`config.mk`:
```
export PLATFORM = sky130hd
export DESIGN_NAME = mem_bus_arbiter_flat
export DESIGN_NICKNAME = d
export VERILOG_FILES = /design/src/rtl/mem_bus_arbiter_if.sv /design/src/rtl/mem_bus_arbiter.sv /design/src/flat_wrapper.sv
export SDC_FILE = /design/constraint.sdc
export NUM_CORES = 1
export LEC_CHECK = 0
export ABC_AREA = 1
export BUFFER_PORTS_ARGS = -buffer_cell sky130_fd_sc_hd__buf_2
export CAP_MARGIN = 20
export CORE_AREA = 5 5 131 133
export CTS_CLUSTER_SIZE = 20
export DETAILED_ROUTE_END_ITERATION = 16
export DIE_AREA = 0 0 136 138
export PLACE_DENSITY = 0.58
export SLEW_MARGIN = 20
export SYNTH_ARGS = -nofsm -noshare
export SYNTH_HDL_FRONTEND = slang
export SYNTH_SLANG_ARGS = --single-unit
```
`constraint.sdc`:
```
create_clock -name clk -period 2.13 [get_ports clk]
set_input_delay 0.3195 -clock clk [delete_from_list [all_inputs] [get_ports clk]]
set_output_delay 0.3195 -clock clk [all_outputs]
set_load 0.05 [all_outputs]
```
`src/rtl/mem_bus_arbiter_if.sv`:
```
// Bus bundle for the two-master memory arbiter: two native-handshake
// master ports (m0 = CPU, m1 = loader/DMA) and the single downstream port.
//
// Handshake: a master raises mX_valid with addr/wdata/wstrb and holds them
// stable until mX_ready pulses for one cycle (rdata valid in that same
// cycle); wstrb==0 means read. Downstream sees the same protocol on s_*.
interface mem_bus_arbiter_if;
  logic        m0_valid;
  logic [31:0] m0_addr;
  logic [31:0] m0_wdata;
  logic [3:0]  m0_wstrb;
  logic        m0_ready;
  logic [31:0] m0_rdata;

  logic        m1_valid;
  logic [31:0] m1_addr;
  logic [31:0] m1_wdata;
  logic [3:0]  m1_wstrb;
  logic        m1_ready;
  logic [31:0] m1_rdata;

  logic        s_valid;
  logic [31:0] s_addr;
  logic [31:0] s_wdata;
  logic [3:0]  s_wstrb;
  logic        s_ready;
  logic [31:0] s_rdata;

  // Arbiter view: receives master requests, drives the downstream port.
  modport slave (
    input  m0_valid, m0_addr, m0_wdata, m0_wstrb,
    output m0_ready, m0_rdata,
    input  m1_valid, m1_addr, m1_wdata, m1_wstrb,
    output m1_ready, m1_rdata,
    output s_valid, s_addr, s_wdata, s_wstrb,
    input  s_ready, s_rdata
  );

  // Environment view: both masters plus the downstream memory/MMIO decode.
  modport master (
    output m0_valid, m0_addr, m0_wdata, m0_wstrb,
    input  m0_ready, m0_rdata,
    output m1_valid, m1_addr, m1_wdata, m1_wstrb,
    input  m1_ready, m1_rdata,
    input  s_valid, s_addr, s_wdata, s_wstrb,
    output s_ready, s_rdata
  );
endinterface

```
`src/rtl/mem_bus_arbiter.sv`:
```
// Two-master round-robin arbiter in front of one native-handshake memory
// port. A grant is taken in IDLE, held in BUSY until the downstream
// completes, the owner drops its request, or the watchdog forces an error
// completion after TIMEOUT_CYCLES BUSY cycles.
module mem_bus_arbiter #(
  parameter int          TIMEOUT_CYCLES = 256,
  parameter logic [31:0] ERR_DATA       = 32'hDEAD_BEEF
) (
  input  logic              clk,
  input  logic              resetn,
  mem_bus_arbiter_if.slave  bus,
  output logic [1:0]        grant,
  output logic              err_flag,
  output logic [31:0]       err_addr,
  input  logic              err_clr,
  output logic              state_dbg
);

  localparam int             CW       = $clog2(TIMEOUT_CYCLES);
  localparam logic [CW-1:0]  CNT_LAST = CW'(TIMEOUT_CYCLES - 1);

  typedef enum logic {IDLE = 1'b0, BUSY = 1'b1} state_t;

  state_t        state;
  logic          last_m1;   // 1 when master 1 owned the last completed transaction
  logic [CW-1:0] cnt;

  logic          busy;
  logic          sel_m1;
  logic          sel_valid;
  logic [31:0]   sel_addr;
  logic [31:0]   sel_wdata;
  logic [3:0]    sel_wstrb;
  logic          done;
  logic          tmo;
  logic          finish;
  logic [31:0]   fin_data;

  // Steer the granted master onto the downstream port and classify this cycle.
  always_comb begin
    busy      = (state == BUSY);
    sel_m1    = grant[1];
    sel_valid = sel_m1 ? bus.m1_valid : bus.m0_valid;
    sel_addr  = sel_m1 ? bus.m1_addr  : bus.m0_addr;
    sel_wdata = sel_m1 ? bus.m1_wdata : bus.m0_wdata;
    sel_wstrb = sel_m1 ? bus.m1_wstrb : bus.m0_wstrb;
    done      = busy && sel_valid && bus.s_ready;
    // A ready arriving on the last allowed cycle wins over the watchdog.
    tmo       = busy && sel_valid && !bus.s_ready && (cnt == CNT_LAST);
    finish    = done || tmo;
    fin_data  = done ? bus.s_rdata : ERR_DATA;
  end

  assign bus.s_valid  = busy && sel_valid;
  assign bus.s_addr   = busy ? sel_addr  : 32'h0;
  assign bus.s_wdata  = busy ? sel_wdata : 32'h0;
  assign bus.s_wstrb  = busy ? sel_wstrb : 4'h0;

  assign bus.m0_ready = finish && grant[0];
  assign bus.m0_rdata = (finish && grant[0]) ? fin_data : 32'h0;
  assign bus.m1_ready = finish && grant[1];
  assign bus.m1_rdata = (finish && grant[1]) ? fin_data : 32'h0;

  assign state_dbg    = busy;

  // Arbitration FSM, watchdog counter and sticky error capture.
  always_ff @(posedge clk or negedge resetn) begin
    if (!resetn) begin
      state    <= IDLE;
      grant    <= 2'b00;
      last_m1  <= 1'b1;
      cnt      <= '0;
      err_flag <= 1'b0;
      err_addr <= 32'h0;
    end else begin
      // Clear first so a same-cycle timeout below overrides it.
      if (err_clr) err_flag <= 1'b0;
      case (state)
        IDLE: begin
          if (bus.m0_valid || bus.m1_valid) begin
            state <= BUSY;
            cnt   <= '0;
            if (bus.m0_valid && bus.m1_valid)
              grant <= last_m1 ? 2'b01 : 2'b10;
            else
              grant <= bus.m1_valid ? 2'b10 : 2'b01;
          end
        end
        BUSY: begin
          if (!sel_valid) begin
            // Owner withdrew: abort silently, fairness history untouched.
            state <= IDLE;
            grant <= 2'b00;
          end else if (finish) begin
            state   <= IDLE;
            grant   <= 2'b00;
            last_m1 <= sel_m1;
            if (tmo) begin
              err_flag <= 1'b1;
              err_addr <= sel_addr;
            end
          end else begin
            cnt <= cnt + 1'b1;
          end
        end
        default: state <= IDLE;
      endcase
    end
  end

endmodule

```
`src/flat_wrapper.sv`:
```
// flat-port wrapper written by rule: the top's interface ports become plain ports
module mem_bus_arbiter_flat 
#(
  parameter int          TIMEOUT_CYCLES = 256,
  parameter logic [31:0] ERR_DATA       = 32'hDEAD_BEEF
)
  (clk, resetn, grant, err_flag, err_addr, err_clr, state_dbg, bus_m0_valid, bus_m0_addr, bus_m0_wdata, bus_m0_wstrb, bus_m0_ready, bus_m0_rdata, bus_m1_valid, bus_m1_addr, bus_m1_wdata, bus_m1_wstrb, bus_m1_ready, bus_m1_rdata, bus_s_valid, bus_s_addr, bus_s_wdata, bus_s_wstrb, bus_s_ready, bus_s_rdata);
  mem_bus_arbiter_if bus_i ();
  input  logic clk;
  input  logic resetn;
  output logic [1:0] grant;
  output logic err_flag;
  output logic [31:0] err_addr;
  input  logic err_clr;
  output logic state_dbg;
  input wire logic [$bits(bus_i.m0_valid)-1:0] bus_m0_valid;
  input wire logic [$bits(bus_i.m0_addr)-1:0] bus_m0_addr;
  input wire logic [$bits(bus_i.m0_wdata)-1:0] bus_m0_wdata;
  input wire logic [$bits(bus_i.m0_wstrb)-1:0] bus_m0_wstrb;
  output wire logic [$bits(bus_i.m0_ready)-1:0] bus_m0_ready;
  output wire logic [$bits(bus_i.m0_rdata)-1:0] bus_m0_rdata;
  input wire logic [$bits(bus_i.m1_valid)-1:0] bus_m1_valid;
  input wire logic [$bits(bus_i.m1_addr)-1:0] bus_m1_addr;
  input wire logic [$bits(bus_i.m1_wdata)-1:0] bus_m1_wdata;
  input wire logic [$bits(bus_i.m1_wstrb)-1:0] bus_m1_wstrb;
  output wire logic [$bits(bus_i.m1_ready)-1:0] bus_m1_ready;
  output wire logic [$bits(bus_i.m1_rdata)-1:0] bus_m1_rdata;
  output wire logic [$bits(bus_i.s_valid)-1:0] bus_s_valid;
  output wire logic [$bits(bus_i.s_addr)-1:0] bus_s_addr;
  output wire logic [$bits(bus_i.s_wdata)-1:0] bus_s_wdata;
  output wire logic [$bits(bus_i.s_wstrb)-1:0] bus_s_wstrb;
  input wire logic [$bits(bus_i.s_ready)-1:0] bus_s_ready;
  input wire logic [$bits(bus_i.s_rdata)-1:0] bus_s_rdata;
  assign bus_i.m0_valid = bus_m0_valid;
  assign bus_i.m0_addr = bus_m0_addr;
  assign bus_i.m0_wdata = bus_m0_wdata;
  assign bus_i.m0_wstrb = bus_m0_wstrb;
  assign bus_m0_ready = bus_i.m0_ready;
  assign bus_m0_rdata = bus_i.m0_rdata;
  assign bus_i.m1_valid = bus_m1_valid;
  assign bus_i.m1_addr = bus_m1_addr;
  assign bus_i.m1_wdata = bus_m1_wdata;
  assign bus_i.m1_wstrb = bus_m1_wstrb;
  assign bus_m1_ready = bus_i.m1_ready;
  assign bus_m1_rdata = bus_i.m1_rdata;
  assign bus_s_valid = bus_i.s_valid;
  assign bus_s_addr = bus_i.s_addr;
  assign bus_s_wdata = bus_i.s_wdata;
  assign bus_s_wstrb = bus_i.s_wstrb;
  assign bus_i.s_ready = bus_s_ready;
  assign bus_i.s_rdata = bus_s_rdata;
  mem_bus_arbiter #(.TIMEOUT_CYCLES(TIMEOUT_CYCLES), .ERR_DATA(ERR_DATA)) u_core (.clk(clk), .resetn(resetn), .bus(bus_i), .grant(grant), .err_flag(err_flag), .err_addr(err_addr), .err_clr(err_clr), .state_dbg(state_dbg));
endmodule
```
# Word level (Yosys, flattened, before mapping)
# Index checks and enable logic that the tools add are counted.
totals:
  regBits: 45
  inputBits: 174
classes:
  add_sub_neg: 1
  eq_ne: 5
  n_mux: 30
  bitwise: 1
  reduce_logical: 14
ops:
  columns: ["operator", "n"]
  rows:
  - ["32-bit 2-to-1 mux", 7]
  - ["8-bit 2-to-1 mux", 3]
  - ["8-bit case mux with 2 select lines", 1]
  - ["2-bit 2-to-1 mux", 6]
  - ["1-bit 2-to-1 mux", 9]
  - ["8-bit by 1-bit adder with 8-bit output, second input constant", 1]
  - ["8-bit == test, second input constant", 1]
  - ["4-bit 2-to-1 mux", 2]
  - ["1-bit logical AND", 7]
  - ["3-bit AND reduction", 2]
  - ["2-bit inequality test, second input constant", 2]
  - ["2-bit case mux with 2 select lines", 1]
  - ["4-bit AND reduction", 1]
  - ["3-bit inequality test, second input constant", 1]
  - ["1-bit logical OR", 2]
  - ["2-bit by 1-bit inequality test with 1-bit output, second input constant", 1]
  - ["1-bit case mux with 2 select lines", 1]
  - ["2-bit AND reduction", 1]
  - ["1-bit zero test", 1]
  - ["1-bit NOT", 1]

# Longest topological paths before layout
# Gate-level depths: netlist of run 1.
logic_depth:
  word_depth: 8
  depth_mapped: 10
  mapped_depth_nobuf: 9

# Worst setup path after synthesis of run 1
# Ideal clock, no wire load.
synth_timing:
  kind: "reg-to-output"
  from: "register u_core.grant[1]"
  to: "output bus_m0_rdata[18]"
  arrival_ps: 2177
  required_ps: 1811
  slack_ps: -367
  path_stages_with_launch: 9
  path_buffers: 2
  cell_sequence: "dfrtp_1 buf_4 inv_4 nand2_2 nand3_2 a21oi_2 nand2_2 clkbuf_8 nor2_1"
synth_via:
  elab_chain_len: 7
  elab_cells_between_ends: 9
  cone_classes: "mux (3); reduce/logical (6)"
synth_rtl:
  columns: ["item", "line_no", "text"]
  rows:
  - ["start, declared", "mem_bus_arbiter.sv:12", "output logic [1:0] grant,"]
  - ["start signal, assigned", "mem_bus_arbiter.sv:84", "grant <= last_m1 ? 2'b01 : 2'b10;"]
  - ["start signal, assigned", "mem_bus_arbiter.sv:86", "grant <= bus.m1_valid ? 2'b10 : 2'b01;"]
  - ["1-bit 2-to-1 mux (*)", "mem_bus_arbiter.sv:43", "sel_valid = sel_m1 ? bus.m1_valid : bus.m0_valid;"]
  - ["1-bit logical AND (*)", "mem_bus_arbiter.sv:47, mem_bus_arbiter.sv:49", null]
  - ["1-bit logical AND (2 in series)", "mem_bus_arbiter.sv:49", "tmo = busy && sel_valid && !bus.s_ready && (cnt == CNT_LAST);"]
  - ["1-bit logical OR", "mem_bus_arbiter.sv:50", "finish = done || tmo;"]
  - ["1-bit logical AND", "mem_bus_arbiter.sv:60", "assign bus.m0_rdata = (finish && grant[0]) ? fin_data : 32'h0;"]
  - ["32-bit 2-to-1 mux (*)", "mem_bus_arbiter.sv:60", null]
  - ["end, declared", "flat_wrapper.sv:21", "output wire logic [$bits(bus_i.m0_rdata)-1:0] bus_m0_rdata;"]
# Every way passes the cells marked *; elsewhere a longest branch is shown, timed or not.

# Worst setup path in the final report of run 1
layout_timing:
  from: "register u_core.grant[1]"
  to: "output bus_m0_rdata[2]"
# The elaborated chain is that of the path after synthesis.

==> results of run 1 <==
area by class of cell:
type | instances | area, um^2
multi-input cells | 411 | 2700
repair buffers | 381 | 2660
clock buffers | 5 | 125
flip-flops and latches | 45 | 1130
fillers | 1570 | 8710
clock inverters | 2 | 35.0
inverters | 18 | 90.1
well taps | 216 | 270
cells in the mapped netlist:
| cell | instances | area (um^2) |
|---|---|---|
| nor2_1 | 181 | 679 |
| nand2_1 | 76 | 285 |
| dfrtp_1 | 44 | 1100 |
| o21ai_0 | 39 | 195 |
| mux2i_1 | 32 | 320 |
| nor2_4 | 21 | 236 |
| o21ai_1 | 17 | 85.1 |
| clkbuf_1 | 15 | 56.3 |
| inv_1 | 15 | 56.3 |
| nand3_1 | 14 | 70.1 |
| o21ai_2 | 14 | 123 |
| buf_6 | 9 | 101 |
| buf_2 | 6 | 30.0 |
| nand2_2 | 6 | 37.5 |
| xor2_1 | 3 | 26.3 |
| clkbuf_8 | 2 | 27.5 |
| inv_4 | 2 | 12.5 |
| nand3_2 | 2 | 20.0 |
| a21oi_1 | 1 | 5.00 |
| a21oi_2 | 1 | 8.76 |
| buf_4 | 1 | 7.51 |
| clkbuf_2 | 1 | 5.00 |
| dfstp_2 | 1 | 26.3 |
| ha_1 | 1 | 12.5 |
| inv_2 | 1 | 3.75 |
| nor2_2 | 1 | 6.26 |
| or2_2 | 1 | 6.26 |
| xnor2_1 | 1 | 8.76 |
power groups by stage:
stage	combinational [mW]	clock, mW	sequential, mW
6_report	5.41	0.857	0.967
5_1_grt	5.72	0.900	0.977
4_1_cts	5.33	0.877	0.968
3_5_place_dp	5.05	0	0.980
3_3_place_gp	5.04	0	0.979
2_1_floorplan	3.70	0	1.04
kinds of logic after synthesis:
family	after synthesis
AO/OA/AOI/OAI	72
XOR/XNOR	4
adder cells (fa/ha/maj)	1
buffers and inverters	52
flip-flops	45
multiplexers	32
AND/OR/NAND/NOR	302
flip-flops by register name (all words and copies together), names as in the netlist:
signal            flops
u_core.last_m1        1
u_core.grant          2
u_core.cnt            8
u_core.state_dbg      1
u_core.err_flag       1
u_core.err_addr      32
path summary, 6_finish.rpt:
check	from	endpoint	slack, ns	cells after the start
setup reg to reg	u_core.state_dbg	u_core.cnt[4]	0.36	7
hold / removal	err_clr	u_core.err_flag	0.20	2
max in group asynchronous	resetn	u_core.err_addr[25]	0.94	3
setup / recovery	u_core.grant[1]	bus_m0_rdata[2]	-0.12	8
hold reg to reg	u_core.err_addr[23]	u_core.err_addr[23]	0.47	2
min in group asynchronous	resetn	u_core.cnt[1]	0.45	2
layer usage:
metal / part of all wire, % / up-vias / GRT usage [%]
li1: - / 2323 / -
met1: 38 / 2014 / 17.6
met2: 52 / 204 / 28.7
met3: 9.5 / 12 / 3.92
met4: 0.81 / 0 / 2.33
met5: 0 / - / 0
cell usage in the layout, fill, tap and decap left out:
cell type,count
a21oi_1,1
a21oi_4,1
buf_12,9
buf_16,4
buf_2,277
buf_4,29
buf_6,45
buf_8,12
bufinv_16,1
clkbuf_16,7
clkbuf_4,2
clkinv_2,1
clkinv_4,1
clkinv_8,1
dfrtp_1,42
dfrtp_2,2
dfstp_2,1
dlygate4sd3_1,1
ha_2,1
inv_1,13
inv_2,1
inv_4,2
mux2i_1,26
mux2i_2,6
nand2_1,75
nand2_2,5
nand2_4,2
nand3_1,14
nand3_2,1
nand3_4,1
nor2_1,72
nor2_2,61
nor2_4,70
o21ai_0,39
o21ai_1,17
o21ai_2,14
or2_2,1
xnor2_1,1
xor2_1,3
stage by stage:
step                instances  TNS (ns)  instance area, um^2  hold WS, ns
floorplan                 508    -0.745                 3980       0.0239
global placement         1058         0                 6020        0.231
detailed placement       1058         0                 6020        0.235
CTS                      1074     -4.09                 6780        0.200
global route             1078     -8.91                 7000        0.240
finish                   1078     -3.20                 7000        0.204
what timing repair did:
item,in CTS,in global routing
resized for setup,145,43
hold buffers,1,0
gates cloned,4,2
endpoints found under the hold margin,11,0
setup endpoints to repair,52,70
pin swaps,5,8
buffers inserted,4,2
==> results.yml, run 1 <==
logic_synthesis:
  synth_area_mm2: 0.00355
  synthMuxAreaShare_pct: 9.01
  syn_avg_cell_area_um2: 6.99
  synthAdderAreaFrac_pct: 0.352
  synth-simple-area-share_pct: 37.7
  synthXorXnorAreaFrac_pct: 0.986
  yosys_register_bits: 45
  netlist_instances: 508
  synth_compound_gate_area_share_pct: 11.7
  synth_nets: 683
  seq_area_frac_synth_pct: 31.7
  synth_top_family_by_area: "simple AND/OR/NAND/NOR gates"
  synth.distinct_cells: 28
  yosys_warnings: 0
routing:
  num_vias: 4553
  via_per_inst: 4.22
  wire_per_inst_um: 14.8
  antenna_left: 0
  drc: 0
  dr.pass1.iters: 4
  drt_wl_total_mm: 16.0
  drtIter0Drc: 125
timing:
  fin_crit_ns: 2.25
  final_max_slew_viol_count: 0
  fin_crit_sh_pct: 106
  finalWorstSetupSlack_ns: -0.124
  skew_ns: 0.00773
  setup_viol: 49
  rsz0062_at_grt: "true"
  tightest_slew_ns: 0.730
  finalHoldViolations: 0
  relSlewSlack_pct: 51.0
  max_freq_ghz: 0.444
place:
  portBuffers: 344
  place_hpwl_mm: 12.1
  gp_congestion: 0.815
  dp_slack_ns: 0.0924
global_routing:
  grt_use_total_pct: 15.3
  grt_pass1_vias: 4513
  antenna_found_initial: 0
  grt.overflow.total: 0
  grt_max_degree: 55
  grt_pass1_wl_mm: 23.6
layout:
  n_antenna_cell: 0
  drive_gt1_share_pct: 64.7
  layout.nets: 1037
  area_growth_pct: 97.1
  final_util_pct: 44.6
pwr:
  power_frac_comb_pct: 74.8
  p_clk_share_pct: 11.8
  p_total_mw: 7.24
  ir_worst_vdd_mv: 0.501
  netSwitchingFraction_pct: 59.0
  p_int_mw: 2.97
  switchingPower_mw: 4.27
  cellPowerDensity_mw_per_mm2: 1030
  power.leakage_nw: 3.65
  p_seq_share_pct: 13.4
setup_path:
  path_class: "reg -> out"
  path_delay_family: "simple AND/OR/NAND/NOR gates"
  worstPathRequired_ns: 1.81
  cp.arrival_ns: 1.93
  worstSetupStartpointType: "register"
  cp_cell_sequence: "nand2_2, nand3_4, nor2_4, inv_4, buf_12, nor2_1, nor2_4, buf_6"
  endpoint_kind: "output pin"
  path_max_fanout: 13
  crit_slowest_cell: "dfrtp_2"
  crit_path_frequent_cell: "nor2_4"
  slowest_delay_ns: 0.46
  worst-path-buf-inv: 3
outcome:
  violations: "setup timing"
  status: "complete, but fails checks"
clock_network:
  clockBufferDepth: 2
  htreeDepth: 2
  path_clk_slew_ns: 0.07
  cts_tree: "yes"
  clockRootBuffer: "clkbuf_16"
  cts_buffers: 5
  clk_latency_ns: 0.28
  cts.sinks: 45
floorplan:
  core_area_mm2: 0.0157
  rows: 46
  dieHeight_um: 138
  start_util_pct: 22.6
  die_w_um: 136
  die-area_mm2: 0.0188
  ios: 345
flow_run:
  cap_violations: 0
worst_hold_path:
  hold_path.class: "in -> reg"
Power figures use the tool's default switching activity.
==> inputs of run 2 (changes only) <==
--- a/config.mk
+++ b/config.mk
@@ -13,6 +13,7 @@
 export DETAILED_ROUTE_END_ITERATION = 16
 export DIE_AREA = 0 0 136 138
 export PLACE_DENSITY = 0.58
+export SKIP_LAST_GASP = 1
 export SLEW_MARGIN = 20
 export SYNTH_ARGS = -nofsm -noshare
 export SYNTH_HDL_FRONTEND = slang
==> run 2 against run 1 <==
The run still ends with setup timing left. Via count shrank 0.24%. Global-route usage down 0.060 points. Critical endpoint unchanged. Largest power group unchanged. Hold slack barely moved. Routed wire length is 0.37% higher. First-iteration DRC count is 26% higher. Highest routed layer unchanged. Clock skew about the same. Largest cell class unchanged. Cell count about the same. Total power fell by 0.86%. Non-clock buffer count shrank 1. Critical path depth unchanged. Clock power is essentially flat.
==> results.yml, run 2 (same netlist as run 1, synthesis figures left out) <==
setup_path:
  slowest_delay_ns: 0.46
  cp.arrival_ns: 1.92
  endpoint_kind: "output pin"
  worstSetupStartpointType: "register"
  path_class: "reg -> out"
  worst-path-buf-inv: 3
  cp_cell_sequence: "nand2_1, nand3_2, nor2_4, inv_4, buf_12, nor2_1, nor2_2, buf_6"
  path_max_fanout: 13
  path_delay_family: "simple AND/OR/NAND/NOR gates"
  crit_slowest_cell: "dfrtp_2"
  reg2reg_setup_slack_ns: 0.37
  path_depth: 8
  worstPathRequired_ns: 1.81
  reg2reg_depth: 7
clock_network:
  clk_latency_ns: 0.28
  clockRootBuffer: "clkbuf_16"
  cts_tree: "yes"
  cts_buffers: 5
  cts.sinks: 45
  clockBufferDepth: 2
  path_clk_slew_ns: 0.06
  htreeDepth: 2
pwr:
  netSwitchingFraction_pct: 59.2
  cellPowerDensity_mw_per_mm2: 1030
  p_seq_share_pct: 13.4
  switchingPower_mw: 4.25
  p_total_mw: 7.17
  ir_worst_vdd_mv: 0.496
  p_clk_share_pct: 11.9
  p_int_mw: 2.92
  power_frac_comb_pct: 74.6
  power.leakage_nw: 3.64
layout:
  n_antenna_cell: 0
  largest_register: "u_core.err_addr"
  fin_area_mm2: 0.00695
  final_util_pct: 44.2
  area_growth_pct: 95.5
  final_common_cell: "buf_2"
  multiInputGateArea_mm2: 0.00266
  drive_gt1_share_pct: 64.0
  largest_reg_flops: 32
  layout.nets: 1036
  seq_area_mm2: 0.00113
  fill_cells: 1565
  layout_common_cells: "buf_2, nand2_1, nor2_1"
  layout_top_registers: "u_core.err_addr (32), u_core.cnt (8), u_core.grant (2)"
timing:
  relSlewSlack_pct: 52.2
  rsz0062_at_grt: "true"
  tightest_slew_ns: 0.713
  final_max_slew_viol_count: 0
  finalWorstSetupSlack_ns: -0.111
  fin_crit_ns: 2.24
  max_freq_ghz: 0.446
  fin_tns_setup_ns: -3.17
  finalHoldViolations: 0
  fin_crit_sh_pct: 105
  setup_viol: 49
  skew_ns: 0.00748
flow_run:
  cap_violations: 0
global_routing:
  grt.met2_usage_pct: 28.7
  grt.overflow.total: 0
  grt_pass1_wl_mm: 23.5
  busiest_layer: "met2"
  antenna_found_initial: 0
  grt_use_total_pct: 15.3
  grt_use_met1_pct: 17.5
  grt_max_degree: 55
  use_met3_pct: 3.92
  grt_pass1_vias: 4505
place:
  gp_congestion: 0.815
  placed_cell_area_mm2: 0.00602
  place_hpwl_mm: 12.1
  portBuffers: 344
  dp_slack_ns: 0.0924
floorplan:
  ios: 345
  start_util_pct: 22.6
  rows: 46
  die_w_um: 136
  core_area_mm2: 0.0157
  die-area_mm2: 0.0188
  dieHeight_um: 138
routing:
  drt_wl_total_mm: 16.0
  wire_per_inst_um: 14.9
  drc: 0
  drtIter0Drc: 158
  via_per_inst: 4.22
  antenna_left: 0
  dr.pass1.iters: 4
  num_vias: 4542
worst_hold_path:
  hold_depth: 2
  hold_path.class: "in -> reg"
outcome:
  status: "complete, but fails checks"
  violations: "setup timing"
==> run 2: metal layers <==
metal,vias up,part of all wire [%]
met3,19,9.9
met1,1991,37
li1,2319,-
met4,0,1.2
met5,-,0
met2,213,52
==> run 2: layout make-up <==
class | instances | area share, %
repair buffers | 380 | 37.8
flip-flops and latches | 45 | 16.3
well taps | 216 | 3.89
clock buffers | 5 | 1.80
clock inverters | 2 | 0.504
multi-input cells | 411 | 38.3
inverters | 18 | 1.40
==> run 2: metrics by stage <==
step / instances / hold WS, ns
after floorplan: 508 / 0.0239
after global placement: 1058 / 0.231
after detailed placement: 1058 / 0.235
after CTS: 1074 / 0.200
after global routing: 1077 / 0.240
final: 1077 / 0.204
==> run 2: power by group through the flow <==
stage                     combinational, mW  sequential (mW)  clock, mW
final                                  5.35            0.965      0.854
after global routing                   5.66            0.974      0.900
after CTS                              5.32            0.968      0.877
after detailed placement               5.05            0.980          0
after global placement                 5.04            0.979          0
after floorplan                        3.70             1.04          0
==> run 2: worst reg2reg max path, cell delays in order, from the launching register on <==
cell,delay (ns)
dfrtp_2,0.42
inv_1,0.16
buf_12,0.24
nor2_4,0.09
nand3_1,0.33
nand2_1,0.23
nand2_1,0.12
nand2_1,0.05
==> run 2: path summary, 6_finish.rpt <==
kind	from	to
setup / recovery	u_core.grant[1]	bus_m0_rdata[2]
hold / removal	err_clr	u_core.err_flag
setup reg to reg	u_core.state_dbg	u_core.cnt[4]
hold reg to reg	u_core.err_addr[23]	u_core.err_addr[23]
max in group asynchronous	resetn	u_core.err_addr[25]
min in group asynchronous	resetn	u_core.cnt[1]
==> run 2: timing repair <==
action	in CTS	in global routing
resized for setup	130	52
cloned	4	2
hold endpoints to repair	11	0
setup endpoints to repair	52	70
pin swaps	5	4
buffers inserted	4	1
hold buffers	1	0
